File: src/rtl/nibble_serial_subtractor.sv
// ---------------------------------------------------------------------------
// nibble_serial_subtractor
//
// Performs a W = 4*NIBBLES bit unsigned subtraction (a - b mod 2^W) one
// nibble per clock through an external combinational 4-bit ripple-carry
// subtractor stage. This block feeds that stage its operand nibbles and
// carry-in, chains the carry, and assembles the full-width result.
//
// Optional feature macro: SUB_OVF_EN
//   When defined, a signed-overflow flag is registered on completion.
//   When undefined, ovf is tied to 0 and no overflow logic exists.
//
// Ports
//   clk, rst_n       clock, asynchronous active-low reset
//   start            request, sampled only when busy=0
//   a, b             minuend / subtrahend, captured on the accepted start
//   sub_a, sub_b     current nibble to the stage (true b; stage inverts)
//   sub_bin          stage carry-in (1 = no borrow)
//   sub_diff         stage difference
//   sub_bout         stage carry-out (1 = no borrow)
//   diff             full-width result, held until the next completion
//   borrow           1 when a < b (unsigned)
//   ovf              signed overflow flag (0 unless SUB_OVF_EN)
//   busy             high while nibbles are being processed
//   done             one-cycle pulse, result valid
// ---------------------------------------------------------------------------
module nibble_serial_subtractor #(
  parameter int NIBBLES = 4
) (
  input  logic                 clk,
  input  logic                 rst_n,
  input  logic                 start,
  input  logic [4*NIBBLES-1:0] a,
  input  logic [4*NIBBLES-1:0] b,
  output logic [3:0]           sub_a,
  output logic [3:0]           sub_b,
  output logic                 sub_bin,
  input  logic [3:0]           sub_diff,
  input  logic                 sub_bout,
  output logic [4*NIBBLES-1:0] diff,
  output logic                 borrow,
  output logic                 ovf,
  output logic                 busy,
  output logic                 done
);

  localparam int W     = 4 * NIBBLES;
  localparam int IDX_W = $clog2(NIBBLES);
  localparam logic [IDX_W-1:0] LAST_IDX = IDX_W'(NIBBLES - 1);

  typedef enum logic [1:0] {
    S_IDLE,
    S_RUN,
    S_DONE
  } state_t;

  state_t           state_q, state_d;
  logic [IDX_W-1:0] idx_q, idx_d;
  logic             carry_q, carry_d;
  logic [W-1:0]     a_q, a_d;
  logic [W-1:0]     b_q, b_d;
  logic [W-1:0]     diff_q, diff_d;
  logic             borrow_q, borrow_d;

  logic             accept;
  logic             last_nib;
  logic [IDX_W+1:0] nib_lsb;

  // DONE counts as not busy, so a start there is taken just like in IDLE.
  assign accept   = start && (state_q != S_RUN);
  assign last_nib = (idx_q == LAST_IDX);
  assign nib_lsb  = {idx_q, 2'b00};

  // -------------------------------------------------------------------------
  // State register and datapath registers
  // -------------------------------------------------------------------------
  // NOTE: operand registers are reset too; they are plain flops, not a
  // memory array, so the reset costs nothing and keeps sub_* deterministic.
  always_ff @(posedge clk or negedge rst_n) begin
    if (!rst_n) begin
      state_q  <= S_IDLE;
      idx_q    <= '0;
      carry_q  <= 1'b1;
      a_q      <= '0;
      b_q      <= '0;
      diff_q   <= '0;
      borrow_q <= 1'b0;
    end else begin
      // NOTE: non-blocking assignments so every flop samples pre-edge values.
      state_q  <= state_d;
      idx_q    <= idx_d;
      carry_q  <= carry_d;
      a_q      <= a_d;
      b_q      <= b_d;
      diff_q   <= diff_d;
      borrow_q <= borrow_d;
    end
  end

  // -------------------------------------------------------------------------
  // Next-state logic
  // -------------------------------------------------------------------------
  always_comb begin
    // NOTE: default first so no path leaves state_d unassigned (no latch).
    state_d = state_q;
    unique case (state_q)
      S_IDLE: if (start) state_d = S_RUN;
      S_RUN:  if (last_nib) state_d = S_DONE;
      S_DONE: state_d = start ? S_RUN : S_IDLE;
      default: state_d = S_IDLE;
    endcase
  end

  // -------------------------------------------------------------------------
  // Datapath next values
  // -------------------------------------------------------------------------
  always_comb begin
    idx_d    = idx_q;
    carry_d  = carry_q;
    a_d      = a_q;
    b_d      = b_q;
    diff_d   = diff_q;
    borrow_d = borrow_q;

    if (accept) begin
      a_d   = a;
      b_d   = b;
      idx_d = '0;
    end

    if (state_q == S_RUN) begin
      diff_d[nib_lsb +: 4] = sub_diff;
      carry_d              = sub_bout;
      if (last_nib) begin
        // Final carry-out of 0 means the whole subtraction borrowed.
        borrow_d = ~sub_bout;
      end else begin
        idx_d = idx_q + 1'b1;
      end
    end
  end

`ifdef SUB_OVF_EN
  logic ovf_q, ovf_d;

  // Signed overflow: operands of opposite sign and the result sign differs
  // from the minuend. The result MSB is the stage output of the last nibble.
  always_comb begin
    ovf_d = ovf_q;
    if (state_q == S_RUN && last_nib) begin
      ovf_d = (a_q[W-1] != b_q[W-1]) && (sub_diff[3] != a_q[W-1]);
    end
  end

  always_ff @(posedge clk or negedge rst_n) begin
    if (!rst_n) ovf_q <= 1'b0;
    else        ovf_q <= ovf_d;
  end

  assign ovf = ovf_q;
`else
  assign ovf = 1'b0;
`endif

  // -------------------------------------------------------------------------
  // Outputs
  // -------------------------------------------------------------------------
  always_comb begin
    sub_a   = 4'h0;
    sub_b   = 4'h0;
    sub_bin = 1'b1;
    busy    = (state_q == S_RUN);
    done    = (state_q == S_DONE);
    if (state_q == S_RUN) begin
      sub_a   = a_q[nib_lsb +: 4];
      sub_b   = b_q[nib_lsb +: 4];
      // Lowest nibble starts with no borrow; later ones chain the carry.
      sub_bin = (idx_q == '0) ? 1'b1 : carry_q;
    end
  end

  assign diff   = diff_q;
  assign borrow = borrow_q;

endmodule

File: config.mk
export PLATFORM = sky130hd
export DESIGN_NAME = nibble_serial_subtractor
export DESIGN_NICKNAME = d
export VERILOG_FILES = /design/src/rtl/nibble_serial_subtractor.sv
export SDC_FILE = /design/constraint.sdc
export NUM_CORES = 1
export LEC_CHECK = 0
export CAP_MARGIN = 20
export CELL_PAD_IN_SITES_DETAIL_PLACEMENT = 0
export CELL_PAD_IN_SITES_GLOBAL_PLACEMENT = 2
export CORE_ASPECT_RATIO = 1.2
export CORE_MARGIN = 8
export CORE_UTILIZATION = 34
export CTS_CLUSTER_SIZE = 10
export DETAILED_ROUTE_END_ITERATION = 8
export PLACE_DENSITY = 0.88
export SYNTH_ARGS = -nofsm -noshare
export SYNTH_HDL_FRONTEND = slang
export SYNTH_SLANG_ARGS = --single-unit
File: constraint.sdc
create_clock -name clk -period 3.04 [get_ports clk]
set_input_delay 0.456 -clock clk [delete_from_list [all_inputs] [get_ports clk]]
set_output_delay 0.456 -clock clk [all_outputs]
set_load 0.05 [all_outputs]
==> summary.md <==
| Metric | Value |
|---|---|
| Cell Area, Synth | `2600 µm²` |
| Hold WS | `0.211 ns` |
| Final setup viols | `0` |
| Leak Pwr | `1.55 nW` |
| Sequential area share after synthesis | `0.520` |
| Ant diodes | `0` |
| TritonCTS clock tree | `done` |
| Unrepaired setup endpoints after global routing | `no` |
| Die height | `112 µm` |
| Clock Latency Late Sink | `0.30 ns` |
| Global route overflow | `0` |
| Max-slew headroom | `0.501` |
| Clock Sink Count | `54` |
| Synth Register Bits | `54` |
| Std-Cell Core Area | `7580 µm²` |
| Max clock buf depth | `2` |
| Global route hottest layer | `met2` |
| Crit start category | `flip-flop` |
| IO Port Bufs | `67` |
| Synthesized instance count | `201` |
| Via Count | `1701` |
| Hpwl dp | `4.26 mm` |
| Reg-to-Reg Start | `idx_q[0]` |
| Max Slew Vio Count | `0` |
| Nets | `315` |
| Prevailing post-synth register cell | `dfrtp_1` |
| Met2 Use GR | `0.162` |
| Clock root cell | `clkbuf_8` |
| Critical path cell sequence | `nand2b_4, inv_1, clkdlybuf4s50_1` |
| Crit end category | `output port` |
| Initial DRC count | `33` |
| HP Class | `input pin to asynchronous set/reset pin` |
| Skew final | `0.00387 ns` |
| Synthesis Warnings | `0` |
| Clk pin slew, worst setup/hold paths | `0.10 ns` |
| Grt met3 use | `0.0404` |
| Die area | `10700 µm²` |
| Die width | `95.9 µm` |
| Critical path origin | `state_q[1]` |
| Fin Setup TNS | `0 ns` |
| Largest net degree at the start of global routing | `33` |
| Hold_buf cts | `0` |
| VDD IR-drop max | `591 µV` |
| Std-Cell Rows | `35` |
| Postcts setup bufs | `0` |
| Post-Syn Nets | `246` |
| Share of layout cells above drive strength 1 | `0.221` |
| Drt wl/cell | `15.3 µm` |
| Vias per std cell | `4.69` |
| Max Cap Violations | `0` |
| Placer Congestion | `0.749` |
| PD cells | `1220 nW/µm²` |
| First-pass GRT wire length | `9.24 mm` |
| Final wirelength | `5.54 mm` |
| Post-synth EDFFs | `0` |
| WP buf/inv | `2` |
| CP max stage delay | `0.83 ns` |
| Synth cell types | `28` |
| Worst endpoint data arrival time | `1.89 ns` |
| Cell family with most CP delay | `buffers and inverters` |
| Met1 Use GR | `0.140` |
| Drt first pass iters | `3` |
| Htree depth | `2` |
| Post-Route Utilization | `0.449` |
| Final ANT Viol Nets | `0` |
| Drc violations | `0` |
| Hold Fails Final Rpt | `0` |
| Slew of the pin with the lowest slew margin | `0.748 ns` |
| GRT Overall Usage | `0.107` |
| Min cycle time layout | `2.35 ns` |
| Crit-path max FO | `6` |
| Non-Filler Instances | `363` |
| Clock buffer count from CTS | `5` |
| Max Fclk | `426 MHz` |
| Vias in the first global route | `1847` |
| Post-Place Cells | `355` |
| Syn Area/Cell | `12.9 µm²` |
| Initial antenna violation count | `0` |
| Status | `complete, no violations` |
| Critical path class | `flip-flop to output port` |
| Synth-to-Final Area Change | `30.6%` |
| IO Pins | `69` |
| Ys async rst share | `1.00` |
| Data required, critical path | `2.58 ns` |
| Slowest CP cell | `clkdlybuf4s50_1` |
| # resized after CTS | `0` |
| Starting Density | `0.344` |
| Fin crit share | `0.772` |
## stage by stage
stage / power (mW) / area, µm² / setup WS [ns]
detailed placement: 3.78 / 3300 / 1.02
global placement: 3.74 / 3300 / 1.04
CTS: 4.20 / 3400 / 0.669
floorplan: 3.13 / 2600 / 0.580
global route: 4.40 / 3400 / 0.608
finish: 4.15 / 3400 / 0.694
## path summary, 6_finish.rpt
kind | to | slack, ns | depth (start not counted)
max | busy | 0.69 | 3
max reg2reg | idx_q[0] | 1.11 | 5
min reg2reg | carry_q | 0.48 | 2
min | diff[4] | 0.21 | 1
max in group asynchronous | a_q[4] | 2.24 | 2
min in group clk | carry_q | 0.48 | 2
## power breakdown
part           internal [mW]  leakage, nW  switching (mW)  total, mW
Combinational           1.02        0.838            1.41       2.43
Sequential              1.08        0.668           0.229       1.30
Clock                  0.184       0.0472           0.232      0.416
## layer usage
metal,wire length [µm],share of wire,vias up
met3,476,0.086,6
met1,2520,0.45,802
met5,0,0,-
li1,-,-,836
met4,67,0.012,0
met2,2480,0.45,57
## state kept, by name, summed over array words and instances, names as in the netlist
| register | count |
|---|---|
| a_q | 16 |
| b_q | 16 |
| borrow | 1 |
| carry_q | 1 |
| diff | 16 |
| idx_q | 2 |
| state_q | 2 |
## cell families (layout without fill, tap and decap cells)
kind of cell,Yosys count,count (layout),synth area share
AO/OA/AOI/OAI,28,28,0.0606
adder cells (fa/ha/maj),5,5,0.0240
buffers and inverters,12,82,0.0394
flip-flops,54,54,0.520
multiplexers,49,49,0.248
other,1,1,0.00144
AND/OR/NAND/NOR,52,52,0.107
## synthesized netlist by cell type, drive strengths merged, types with 2 or more instances
| cell type | n | area, µm² |
|---|---|---|
| mux2i | 16 | 160 |
| inv | 5 | 18.8 |
| and2b | 2 | 15.0 |
| mux2 | 33 | 484 |
| buf | 6 | 80.1 |
| o21ai | 17 | 85.1 |
| nand2 | 38 | 150 |
| ha | 5 | 62.6 |
| o22ai | 9 | 56.3 |
| nand3b | 4 | 30.0 |
| nor4b | 2 | 30.0 |
| dfrtp | 53 | 1330 |
## placed cells by master, fill, tap and decap left out, drive strengths merged, types with 2 or more instances in the layout
master,n
nand3b,4
nand2,38
o22ai,9
dfrtp,53
inv,5
nor4b,2
ha,5
mux2,33
o21ai,17
mux2i,16
clkdlybuf4s50,57
buf,12
and2b,2
clkbuf,6
## layout make-up
cell class / instances / area (µm²)
Timing Repair Buffer: 69 / 671
Sequential cell: 54 / 1350
Clock buffer: 6 / 82.6
Tap cell: 92 / 115
Clock inverter: 2 / 12.5
Fill cell: 712 / 4180
Inverter: 5 / 18.8
Multi-Input combinational cell: 135 / 1150
(Power assumes the default switching activity.)
==> edit 1 (config.mk and constraints unchanged) <==
Re-encode `state_t` (3 states) as one-hot, 3 bits wide.
--- a/src/rtl/nibble_serial_subtractor.sv
+++ b/src/rtl/nibble_serial_subtractor.sv
@@ -50,6 +50,6 @@
 
-  typedef enum logic [1:0] {
-    S_IDLE,
-    S_RUN,
-    S_DONE
+  typedef enum logic [2:0] {
+    S_IDLE = 3'b001,
+    S_RUN  = 3'b010,
+    S_DONE = 3'b100
   } state_t;
Behaviour: no difference found for any inputs over 10 cycles, from zero or initial values and one cycle with rst_n low; not proved beyond that.
==> edit 1 against the original RTL <==
Routed wire length increased by 1.3%; synthesized area decreased by 3.4%; sequential cell count increased by 1; first-iteration DRC count increased by 58%; worst setup slack got worse by 0.53 ns; design area decreased by 0.55%; sequential share of layout area increased by 1.0 points.
Power is not compared: it rests on default switching activity, and its combinational part moved more than twofold at a synthesized area within 25%.
==> edit 1: results <==
export IMPL_placed_cell_area_um2=3260
export IMPL_cpPeakStageDelay_ns=0.89
export IMPL_cap_violations=0
export IMPL_yosysSeqAreaShare=0.549
export IMPL_r2r_end="diff[9]"
export IMPL_grtUsageMet3=0.0373
export IMPL_hpwlAfterDp_um=4300
export IMPL_netlist_top_cells_count="dfrtp_1 (53), mux2_1 (30), nand2_1 (15)"
export IMPL_wl_per_cell_um=16.5
export IMPL_r2r_start="idx_q[1]"
export IMPL_grt_pass1_vias=1855
export IMPL_switching_share=0.374
export IMPL_gp_congestion=0.698
export IMPL_wirelength_met1_um=2340
export IMPL_maxSlewHeadroom=0.539
export IMPL_clock_fmax_ghz=0.348
export IMPL_grt_met1_usage=0.129
export IMPL_cpLargestDelayFamily="buffers and inverters"
export IMPL_met3_length_um=371
export IMPL_ir_worst_vdd_uv=337
export IMPL_use_met2=0.200
export IMPL_grt_use_total=0.113
export IMPL_wl_met2_um=2860
export IMPL_r2r_cells=5
export IMPL_path_clk_slew_ns=0.11
export IMPL_status="completed"
export IMPL_cts_buffers=5
export IMPL_coreArea_um2=7230
export IMPL_p_sw_w=0.000953
export IMPL_p_comb_frac=0.411
export IMPL_cts_root_buffer="clkbuf_8"
export IMPL_first_pass_iters=4
export IMPL_r2r_setup_slack_ns=0.77
export IMPL_cp_max_fo=11
export IMPL_diodes=0
export IMPL_syn_nets=226
export IMPL_cpMaxStageDelayCell="clkdlybuf4s50_1"
export IMPL_clockBufferDepth=2
export IMPL_arrival_ns=2.42
export IMPL_postCtsSetupBuffers=0
export IMPL_p_seq_frac=0.415
export IMPL_yosysUniqueCellTypes=31
export IMPL_place_ws_ns=0.375
export IMPL_synthTopCellsByArea="dfrtp_1 (53%), mux2_1 (13%), mux4_2 (7.2%), a22o_1 (3.8%), ha_1 (2.5%)"
export IMPL_startpoint="state_q[1]"
export IMPL_drive_gt1_frac=0.124
export IMPL_via_per_inst=4.87
export IMPL_grt_pass1_wl_um=9260
export IMPL_fill_cells=696
export IMPL_h_tree_depth=2
export IMPL_hold_path_class="input port to async pin"
export IMPL_skew_ns=0.0150
export IMPL_grt_max_degree=33
export IMPL_top_layer_used="met4"
export IMPL_yosys_warnings=0
export IMPL_drtIter0Drc=52
export IMPL_synth_main_ff_cell="dfrtp_1"
export IMPL_nets=295
export IMPL_synthArstFlopShare=1.00
edit 1: cell count changes after synthesis, sizes merged, moves of 4 or more:
cell / unedited run / this run
mux2i: 16 / 0
and2: 0 / 8
mux4: 0 / 8
o22ai: 9 / 0
nand2: 38 / 16
a22o: 1 / 11
o21ai: 17 / 7
nand4bb: 0 / 4
edit 1: worst max path at each step:
stage,to
finish,busy
detailed placement,sub_a[1]
CTS,sub_a[1]
floorplan,sub_a[0]
global route,busy
global placement,sub_a[1]
edit 1: repair_timing:
| item | in CTS | in global routing |
|---|---|---|
| hold buffers | 0 | 0 |
| gates resized for setup | 0 | 7 |
| endpoints found under the setup margin | 0 | 7 |
edit 1: layout make-up:
type	instances	area (um2)	share of cell area
clock buffers	6	82.6	0.0244
well taps	90	113	0.0333
flip-flops and latches	55	1380	0.408
inverters	6	22.5	0.00666
clock inverters	2	20.0	0.00592
repair buffers	71	721	0.213
multi-input cells	111	1040	0.309
edit 1: logic make-up (layout without fill, tap and decap cells):
group | Yosys count | after routing | share of synthesized area
compound gates | 22 | 22 | 0.0642
mux | 41 | 41 | 0.220
flops | 55 | 55 | 0.549
fa+ha+maj | 5 | 5 | 0.0249
other cells | 1 | 1 | 0.00149
buf+inv | 15 | 85 | 0.0363
simple gates | 42 | 42 | 0.105
edit 1: per-stage QoR:
stage / hold slack [ns] / utilization / std cells
floorplan: 0.160 / - / 181
global placement: 0.453 / 0.451 / 333
detailed placement: 0.450 / 0.451 / 333
CTS: 0.168 / 0.465 / 341
global route: 0.193 / 0.467 / 341
finish: 0.144 / 0.467 / 341
edit 1: worst register-to-register path, cell delays in order, from the launching register on:
cell and delay (ns):
dfrtp_1 0.70, inv_1 0.17, ha_1 0.43, nand2b_1 0.10
nor4_1 0.59, a22o_1 0.23
==> edit 2 (same flow settings) <==
Made on the original files. Build with the macro `SUB_OVF_EN` defined.
--- a/src/rtl/nibble_serial_subtractor.sv
+++ b/src/rtl/nibble_serial_subtractor.sv
@@ -26,2 +26,4 @@
 // ---------------------------------------------------------------------------
+`define SUB_OVF_EN
+
 module nibble_serial_subtractor #(
Behaviour: not the same (a bounded check fails within 10 cycles, from zero or initial values and one cycle with rst_n low).
==> edit 2 against the original RTL <==
Synthesized area up 1.4%; die area up 1.2%; non-clock buffer count up 3; worst setup slack worse by 0.24 ns; design area up 2.0%; power up 3.8%; core utilization up 0.63 points; routed wire length up 6.2%; sequential share of layout area down 0.054 points; sequential cell count up 1.
==> edit 2: results <==
export IMPL_status="completed"
export IMPL_final_cells=332
export IMPL_cp_max_fo=10
export IMPL_placed_cell_area_um2=3380
export IMPL_dp_cells=324
export IMPL_wl_per_cell_um=17.7
export IMPL_hpwlAfterDp_um=4450
export IMPL_place_ws_ns=0.748
export IMPL_synth_main_ff_cell="dfrtp_1"
export IMPL_drive_gt1_frac=0.292
export IMPL_switching_share=0.434
export IMPL_r2r_end="diff[9]"
export IMPL_yosysSeqAreaShare=0.522
export IMPL_skew_ns=0.0108
export IMPL_worst_pin_slew_ns=0.656
export IMPL_synthTopCellsByArea="dfrtp_1 (51%), mux2_4 (17%), a22o_1 (5.3%), mux4_2 (4.3%), mux4_1 (3.0%)"
export IMPL_grt_pass1_wl_um=9550
export IMPL_first_pass_iters=4
export IMPL_nets=284
export IMPL_syn_nets=212
export IMPL_fin_crit_sh=0.849
export IMPL_multi_input_area_um2=1180
export IMPL_syn_area_per_cell_um2=15.8
export IMPL_place_port_buffers=68
export IMPL_r2r_setup_slack_ns=0.98
export IMPL_p_seq_frac=0.310
export IMPL_r2r_cells=5
export IMPL_p_leak_nw=1.60
export IMPL_synth_compound_area_frac=0.0650
export IMPL_grt_pass1_vias=1828
export IMPL_gp_congestion=0.728
export IMPL_arrival_ns=2.13
export IMPL_path_class="flip-flop to output port"
export IMPL_clockPowerShare=0.096
export IMPL_netlist_top_cells_count="dfrtp_1 (54), mux2_4 (30), a22o_1 (16)"
export IMPL_fin_hold_ws_ns=0.172
export IMPL_grt_use_total=0.112
export IMPL_synthAdderAreaFrac=0.0237
export IMPL_via_per_inst=4.96
export IMPL_cp_endpoint="sub_a[0]"
-- edit 2: cell types whose count changed after synthesis, sizes merged, moves of 2 or more --
cell	unedited run	this run
nor4b	2	4
and2	0	8
a21oi	0	2
mux4	0	8
o22ai	9	1
nand2	38	8
mux2i	16	2
and2b	2	0
o21ai	17	3
a22o	1	16
-- edit 2: routing by layer --
layer	track usage	share of wire	wire (um)
met1	0.148	0.44	2600
met5	0	0	0
met4	0.0273	0.010	59
met2	0.174	0.47	2750
met3	0.0347	0.081	478
-- edit 2: area by class of cell --
class	count	share of cell area
clock inverter	1	0.00144
inverter	5	0.00541
tap	92	0.0332
multi-input combinational	100	0.341
timing repair buffer	72	0.197
clock buffer	7	0.0249
sequential	55	0.397
-- edit 2: worst max-delay path, stage by stage (launching register included) --
cell and delay [ns]:
dfrtp_1 0.64, buf_4 0.27, mux4_1 0.54, and2_1 0.17, buf_4 0.19
